**config.mk**
```make
export PLATFORM = sky130hd
export DESIGN_NAME = mini_mips_multicycle
export DESIGN_NICKNAME = d
export VERILOG_FILES = /design/src/rtl/mini_mips_multicycle.sv
export SDC_FILE = /design/constraint.sdc
export NUM_CORES = 2
export LEC_CHECK = 0
export CORE_MARGIN = 1.5
export CORE_UTILIZATION = 42
export CTS_BUF_LIST = sky130_fd_sc_hd__clkbuf_16
export DETAILED_ROUTE_END_ITERATION = 7
export HOLD_SLACK_MARGIN = 0.1
export PLACE_DENSITY = 0.7
export SLEW_MARGIN = 40
export SYNTH_ARGS = -nofsm -noshare
export SYNTH_HDL_FRONTEND = slang
export SYNTH_SLANG_ARGS = --single-unit
```
**constraint.sdc**
```tcl
create_clock -name clk -period 10.3 [get_ports clk]
set_input_delay 1.03 -clock clk [delete_from_list [all_inputs] [get_ports clk]]
set_output_delay 1.03 -clock clk [all_outputs]
set_load 0.05 [all_outputs]
```
**src/rtl/mini_mips_multicycle.sv**
```systemverilog
// mini_mips_multicycle: multi-cycle Mini-MIPS core with one shared instruction/data
// memory port. A single FSM sequences fetch, decode, execute, memory and write-back.
// Unsupported or misaligned operations park the core in HALT until reset.
//
// Ports:
//   clk, reset          rising-edge clock, synchronous active-high reset
//   mem_req/mem_we      request strobe (held until mem_ack) and write select
//   mem_addr/mem_wdata  word-aligned byte address and store data
//   mem_rdata/mem_ack   read data and completion, both sampled in the ack cycle
//   pc                  current program counter
//   retire              pulse in the final cycle of each completed instruction
//   instret             retired-instruction counter (wraps)
//   halted              high while the core sits in HALT
module mini_mips_multicycle #(
  parameter logic [31:0] RESET_PC  = 32'h0000_0000,
  parameter int          REG_COUNT = 32
) (
  input  logic        clk,
  input  logic        reset,
  output logic        mem_req,
  output logic        mem_we,
  output logic [31:0] mem_addr,
  output logic [31:0] mem_wdata,
  input  logic [31:0] mem_rdata,
  input  logic        mem_ack,
  output logic [31:0] pc,
  output logic        retire,
  output logic [31:0] instret,
  output logic        halted
);

  localparam int IW = (REG_COUNT > 1) ? $clog2(REG_COUNT) : 1;

  localparam logic [5:0] OP_R    = 6'h00;
  localparam logic [5:0] OP_ADDI = 6'h08;
  localparam logic [5:0] OP_LW   = 6'h23;
  localparam logic [5:0] OP_SW   = 6'h2B;
  localparam logic [5:0] OP_BEQ  = 6'h04;
  localparam logic [5:0] OP_J    = 6'h02;
  localparam logic [5:0] OP_HALT = 6'h3F;

  localparam logic [5:0] FN_ADD = 6'h20;
  localparam logic [5:0] FN_SUB = 6'h22;
  localparam logic [5:0] FN_AND = 6'h24;
  localparam logic [5:0] FN_OR  = 6'h25;
  localparam logic [5:0] FN_SLT = 6'h2A;

  typedef enum logic [2:0] {
    S_FETCH  = 3'd0,
    S_DECODE = 3'd1,
    S_EXEC   = 3'd2,
    S_MEM    = 3'd3,
    S_WB     = 3'd4,
    S_HALT   = 3'd5,
    S_RST    = 3'd7
  } state_e;

  state_e      state_q;
  logic [31:0] pc_q, instret_q;
  logic [31:0] ir_q, a_q, b_q, imm_q, aluout_q, mdr_q;
  logic [31:0] regs_q [REG_COUNT];
  logic [31:0] alu_d;

  logic [5:0]    opcode, funct;
  logic [IW-1:0] rs_idx, rt_idx, rd_idx;

  assign opcode = ir_q[31:26];
  assign funct  = ir_q[5:0];
  assign rs_idx = ir_q[21 +: IW];
  assign rt_idx = ir_q[16 +: IW];
  assign rd_idx = ir_q[11 +: IW];

  function automatic logic decode_ok(input logic [5:0] op, input logic [5:0] fn);
    if (op == OP_R)
      return (fn == FN_ADD) || (fn == FN_SUB) || (fn == FN_AND) ||
             (fn == FN_OR)  || (fn == FN_SLT);
    return (op == OP_ADDI) || (op == OP_LW) || (op == OP_SW) ||
           (op == OP_BEQ)  || (op == OP_J)  || (op == OP_HALT);
  endfunction

  // R-type uses funct; every other user of the ALU (ADDI, LW/SW address) is A+IMM.
  always_comb begin
    alu_d = a_q + imm_q;
    if (opcode == OP_R) begin
      unique case (funct)
        FN_ADD:  alu_d = a_q + b_q;
        FN_SUB:  alu_d = a_q - b_q;
        FN_AND:  alu_d = a_q & b_q;
        FN_OR:   alu_d = a_q | b_q;
        FN_SLT:  alu_d = {31'd0, ($signed(a_q) < $signed(b_q))};
        default: alu_d = 32'd0;
      endcase
    end
  end

  // Memory port and retire decode straight from state; reset forces them idle
  // so a stale state never leaks a request during the reset cycle.
  always_comb begin
    mem_req   = 1'b0;
    mem_we    = 1'b0;
    mem_addr  = 32'd0;
    mem_wdata = 32'd0;
    retire    = 1'b0;
    if (!reset) begin
      unique case (state_q)
        S_FETCH: begin
          mem_req  = 1'b1;
          mem_addr = pc_q;
        end
        S_MEM: begin
          mem_req  = 1'b1;
          mem_we   = (opcode == OP_SW);
          mem_addr = aluout_q;
          if (opcode == OP_SW) mem_wdata = b_q;
          retire   = (opcode == OP_SW) && mem_ack;
        end
        S_EXEC:  retire = (opcode == OP_BEQ) || (opcode == OP_J);
        S_WB:    retire = 1'b1;
        default: retire = 1'b0;
      endcase
    end
  end

  assign pc      = reset ? RESET_PC : pc_q;
  assign instret = reset ? 32'd0 : instret_q;
  assign halted  = !reset && (state_q == S_HALT);

  always_ff @(posedge clk) begin
    if (reset) begin
      state_q   <= S_RST;
      pc_q      <= RESET_PC;
      instret_q <= 32'd0;
      for (int i = 0; i < REG_COUNT; i++) regs_q[i] <= 32'd0;
    end else begin
      if (retire) instret_q <= instret_q + 32'd1;
      unique case (state_q)
        S_RST: state_q <= S_FETCH;
        S_FETCH: if (mem_ack) begin
          ir_q    <= mem_rdata;
          pc_q    <= pc_q + 32'd4;
          state_q <= S_DECODE;
        end
        S_DECODE: begin
          a_q     <= regs_q[rs_idx];
          b_q     <= regs_q[rt_idx];
          imm_q   <= {{16{ir_q[15]}}, ir_q[15:0]};
          state_q <= decode_ok(opcode, funct) ? S_EXEC : S_HALT;
        end
        S_EXEC: begin
          unique case (opcode)
            OP_R, OP_ADDI: begin
              aluout_q <= alu_d;
              state_q  <= S_WB;
            end
            OP_LW, OP_SW: begin
              aluout_q <= alu_d;
              // Misaligned address halts before any request goes out.
              state_q  <= (alu_d[1:0] != 2'b00) ? S_HALT : S_MEM;
            end
            OP_BEQ: begin
              // pc_q already holds pc+4 from FETCH.
              if (a_q == b_q) pc_q <= pc_q + {imm_q[29:0], 2'b00};
              state_q <= S_FETCH;
            end
            OP_J: begin
              pc_q    <= {pc_q[31:28], ir_q[25:0], 2'b00};
              state_q <= S_FETCH;
            end
            default: state_q <= S_HALT;
          endcase
        end
        S_MEM: if (mem_ack) begin
          if (opcode == OP_SW) begin
            state_q <= S_FETCH;
          end else begin
            mdr_q   <= mem_rdata;
            state_q <= S_WB;
          end
        end
        S_WB: begin
          // Index 0 is never written, so r0 reads as zero forever.
          if (opcode == OP_R) begin
            if (rd_idx != '0) regs_q[rd_idx] <= aluout_q;
          end else if (opcode == OP_ADDI) begin
            if (rt_idx != '0) regs_q[rt_idx] <= aluout_q;
          end else begin
            if (rt_idx != '0) regs_q[rt_idx] <= mdr_q;
          end
          state_q <= S_FETCH;
        end
        S_HALT:  state_q <= S_HALT;
        default: state_q <= S_RST;
      endcase
    end
  end

endmodule

```
# --- After elaboration in Yosys (flattened, before gate mapping) ---
# Memory sizes are Yosys's and may differ from the RTL's. A register that Yosys moved wholly into a read port is not among the register bits.
# Index checks and enable logic that the tools add are counted.
totals:
  register_bits: 179
  ram_bits: 1024
  inputBits: 35
  elab_cells: 138
  n_memories: 1
memory_table:
  columns: ["memory", "depth", "width", "rd", "rd_clocked_by_memory_dff", "write_ports", "line", "text"]
  rows:
  - ["regs_q", 32, 32, 2, 2, 32, "61", "logic [31:0] regs_q [REG_COUNT];"]
classes:
  add_sub_neg: 6
  order_cmp: 1
  n_eq_ne: 25
  muxes: 58
  n_bitwise: 5
  reduce_logical: 34
ops:
  columns: ["operator", "n"]
  rows:
  - ["32-bit 2-to-1 mux", 12]
  - ["32-bit one-hot mux with 2 select lines", 3]
  - ["32-bit one-hot mux with 5 select lines", 1]
  - ["32-bit adder", 3]
  - ["32-bit OR reduction", 2]
  - ["6-bit == test (second input constant)", 8]
  - ["32-bit by 1-bit adder with 32-bit output (second input constant)", 1]
  - ["32-bit by 3-bit adder with 32-bit output (second input constant)", 1]
  - ["32-bit bitwise AND", 1]
  - ["32-bit == test", 1]
  - ["32-bit less-than comparator", 1]
  - ["1-bit 2-to-1 mux", 32]
  - ["32-bit OR", 1]
  - ["32-bit subtractor", 1]
  - ["3-bit one-hot mux with 6 select lines", 1]
  - ["3-bit 2-to-1 mux", 5]
  - ["1-bit logical OR", 10]
  - ["5-bit 2-to-1 mux", 2]
  - ["2-bit inequality test (second input constant)", 5]
  - ["5-bit nonzero test", 2]
  - ["2-bit OR reduction", 5]
  - ["3-bit == test (second input constant)", 3]
  - ["3-bit one-hot mux with 3 select lines", 1]
  - ["4-bit AND reduction", 2]
  - ["18 further kinds", 25]

# --- Logic depth before layout (Yosys ltp) ---
depth:
  ltp_word: 11
  mapped_depth: 14
  depth_no_buf: 14

# --- Least setup slack after synthesis ---
# OpenSTA, ideal clock, no wires.
synth_path:
  path_kind: "input to register"
  from: "input port reset"
  to: "register a_q[0], read port of regs_q, enable pin"
  t_arrival_ns: 9.370
  path_slack_ns: 0.215
  path_stages: 5
  n_path_buf: 4
  cell_sequence: "clkbuf_1 -> clkbuf_1 -> clkbuf_1 -> buf_1 -> nor4_1"
synth_between:
  elab_chain_len: 2
synth_rtl:
  columns: ["element", "line", "text"]
  rows:
  - ["start, declared", "19", "input logic reset,"]
  - ["1-bit inverter (no line)", null, null]
  - ["2-bit AND reduction (no line)", null, null]
  - ["end, declared", "60", "logic [31:0] ir_q, a_q, b_q, imm_q, aluout_q, mdr_q;"]
# No other way between the ends.
# A chain may end at the register's enable or synchronous reset.

# --- Worst setup path in the final report ---
layout_path:
  from: "register state_q[1]"
  to: "output port mem_wdata[16]"
layout_between:
  elab_chain_len: 3
layout_rtl:
  columns: ["element", "line", "text"]
  rows:
  - ["start, declared", "58", "state_e state_q;"]
  - ["start signal, assigned", "147", "state_q <= decode_ok(opcode, funct) ? S_EXEC : S_HALT;"]
  - ["start signal, assigned", "158", "state_q <= (alu_d[1:0] != 2'b00) ? S_HALT : S_MEM;"]
  - ["3-bit by 2-bit == test with 1-bit output", "105", "unique case (state_q)"]
  - ["32-bit 2-to-1 mux", "105", null]
  - ["32-bit 2-to-1 mux", "104", "if (!reset) begin"]
  - ["end, declared", "23", "output logic [31:0] mem_wdata,"]
# No other way between the ends.

==> summary.txt <==
Run status
  • Outcome: finished, final reports clean

Setup path
  • WP data arrival: between 3 and 4 ns
  • CP startpoint kind: flop
  • Worst r2r src: ir_q[26]
  • CP required: just over 9 ns
  • Worst Setup SP: state_q[1]
  • Worst setup path category: reg -> out
  • Crit path max fanout: 34
  • CP endpoint kind: primary output

Synthesis
  • Cells after Synth: 5199
  • Mapped cell area: 69500 um^2
  • Synth unique cells: 81
  • Syn avg cell area: roughly 13 um^2
  • Most common library cells after synthesis: edfxtp_1 (1200), nor2_1 (1169), mux4_2 (640)
  • Top cell type's share of synthesized area: 51.9%
  • Seq/Total Area, Yosys: 53.7%
  • Area contributors post-synth: edfxtp_1 (52%), mux4_2 (21%), nor2_1 (6.3%)
  • Most common cell in the netlist: edfxtp_1
  • Synth Register Bits: 1265
  • Asr flop ratio synth: 0%
  • YS warnings: 0
  • Post-synth EDFFs: 1200
  • Leading area contributor after synthesis: edfxtp_1
  • Ys flop type: edfxtp_1

CTS
  • Bufs on Longest Clock Path: 3
  • Hold_buf cts: 0
  • CTS clk-pin slew, worst paths: 0.06 ns
  • Htree depth: 4
  • Num Clock Sinks: roughly 1300
  • Clock Latency Late Sink: 0.80 ns
  • Root buf cell: clkbuf_16
  • Post-CTS Resized: 0
  • CTS tree: done
  • Post-CTS setup buffer count: 0
  • TritonCTS buffer count: 134

Route
  • DRC: 0
  • Highest routed layer: met5
  • Met1 wire length: 83600 um
  • Vias: 48149
  • WL per Instance: 31.2 um
  • DR pass1 iterations: 6
  • Final ANT Viol Nets: 0
  • Met3 wire length: 35000 um
  • DRT iter0 DRCs: 7843
  • Vias/cell: 6.45
  • Metal2 WL: 101000 um
  • WL final: 233000 um

Placement
  • Post-detail-place hpwl: 159000 um
  • Dpl cell area: 73900 um^2
  • PortBufs: roughly 160
  • GP Congestion: about 1.0

Power and ir drop
  • Sw power: 0.00327 W
  • Lkg Pwr: 27.3 nW
  • Sw Share: 26.9%
  • Power density cells: 155 nW/um^2
  • Internal Power: 0.00889 W
  • Peak supply drop: 0.130 mV
  • Comb power frac: 12.5%
  • Sequential power share: 49.4%
  • Share of total power in the clock network: 38.1%

Layout
  • Nets: between 5000 and 6000
  • Design area: 78200 um^2
  • Fill cells: 13990
  • Final core utilization: between 40% and 50%
  • Share of cells above drive strength 1: 21.1%
  • Layout area overhead: 12.6%

Timing
  • Setup TNS: 0 ns
  • Worst-Margin Slew: 0.891 ns
  • Minimum clock period: 4.93 ns
  • Setup violators final: 0
  • Final Skew: 0.0318 ns
  • Relative slew slack: 40.4%
  • Final max-slew violation count: 0
  • Final Hold Viols: 0
  • RSZ-0062 raised after global routing: false
  • Highest clock rate: 203 MHz
  • Period utilization: 47.9%

GRT
  • Initial antenna violation count: 23
  • GR Util All Layers: around 27%
  • First-pass GRT wire length: 328000 um
  • Largest net degree at the start of global routing: 93
  • GRT Residual Overflow: 0
  • Vias in the first global route: 45231

Floorplanning
  • Die height: just over 400 um
  • FP Rows: between 100 and 150
  • Die Span X: ~410 um
  • Initial core utilization: 42.2%
  • # IOs: around 170
  • Die footprint: 168000 um^2
  • Core region area: 165000 um^2

Flow run
  • Max-cap violations: 0

Hold path
  • Hold_sp: ir_q[9]
  • HP Class: reg -> reg
## cell type report
type	count	area, um^2	area share (%)
multi-input cells	3392	30900	39.5
repair buffers	258	2680	3.42
well taps	2189	2740	3.50
clock inverters	108	728	0.931
diodes	4	10.0	0.0128
flip-flops and latches	1265	37300	47.7
clock buffers	136	3400	4.35
inverters	118	443	0.566
## critical path: stages, from the launching register on
cell and delay (ns):
dfxtp_1 0.71, nand2_1 0.16, nor3_2 0.13, buf_4 0.38
nor2b_4 0.65, and2_1 0.23, clkdlybuf4s50_1 0.81
## per-stage QoR
| stage | worst slack, ns | total power (W) | hold WS (ns) | std cells |
|---|---|---|---|---|
| floorplan | 0.215 | 0.00696 | 0.417 | 5232 |
| global placement | 4.38 | 0.00753 | 0.432 | 7210 |
| detailed placement | 4.43 | 0.00757 | 0.442 | 7220 |
| CTS | 5.06 | 0.0121 | 0.449 | 7464 |
| global route | 5.21 | 0.0124 | 0.465 | 7467 |
| finish | 5.37 | 0.0122 | 0.454 | 7470 |
## power groups by stage
stage	clock network (W)	registers (W)	logic [W]
6_report	0.00464	0.00600	0.00152
5_1_grt	0.00485	0.00602	0.00158
4_1_cts	0.00465	0.00600	0.00147
3_5_place_dp	0	0.00610	0.00147
3_3_place_gp	0	0.00609	0.00144
2_1_floorplan	0	0.00602	0.000946
## worst paths after layout
| kind | cells after the start | endpoint | slack [ns] |
|---|---|---|---|
| worst max register to register | 8 | regs_q[3][29] | 5.48 |
| worst min-delay path | 0 | imm_q[9] | 0.45 |
| worst min register to register | 0 | imm_q[9] | 0.45 |
| worst max-delay path | 6 | mem_wdata[16] | 5.37 |
## metal layers
metal | vias to the layer above | GRT usage (%)
met1 | 24370 | 36.7
met3 | 419 | 9.06
met2 | 3527 | 39.7
met5 | - | 0
li1 | 19827 | -
met4 | 6 | 13.5
## flip-flops by register name (all words and copies together), names as in the netlist
signal	count
mdr_q	32
aluout_q	32
b_q	32
instret_q	32
pc_q	30
ir_q	32
a_q	32
imm_q	16
state_q	3
regs_q	1024
## logic make-up after synthesis
kind of cell    synth area share [%]
compound gates                  6.29
fa+ha+maj                       2.96
flops                           53.7
xor+xnor                       0.895
simple gates                    10.5
other cells                  0.00540
mux                             22.4
buf+inv                         3.14
## layout by cell type (no fill, tap or decap), drive strengths merged, types with 35 or more instances in the layout
cell type | Yosys | final
clkbuf | 386 | 136
inv | 117 | 161
clkdlybuf4s50 | 0 | 163
edfxtp | 1200 | 1200
mux4 | 640 | 640
nand2 | 192 | 192
nor3 | 50 | 50
clkinv | 1 | 55
xor2 | 35 | 35
a21oi | 183 | 183
and2 | 50 | 50
xnor2 | 36 | 36
o21ai | 114 | 114
mux2i | 40 | 40
ha | 158 | 158
nand3 | 41 | 41
dfxtp | 65 | 65
mux2 | 69 | 69
nor2 | 1169 | 1169
buf | 71 | 95
a21o | 40 | 40
nor2b | 70 | 70
Note: power is estimated with default switching activity, not from simulation.
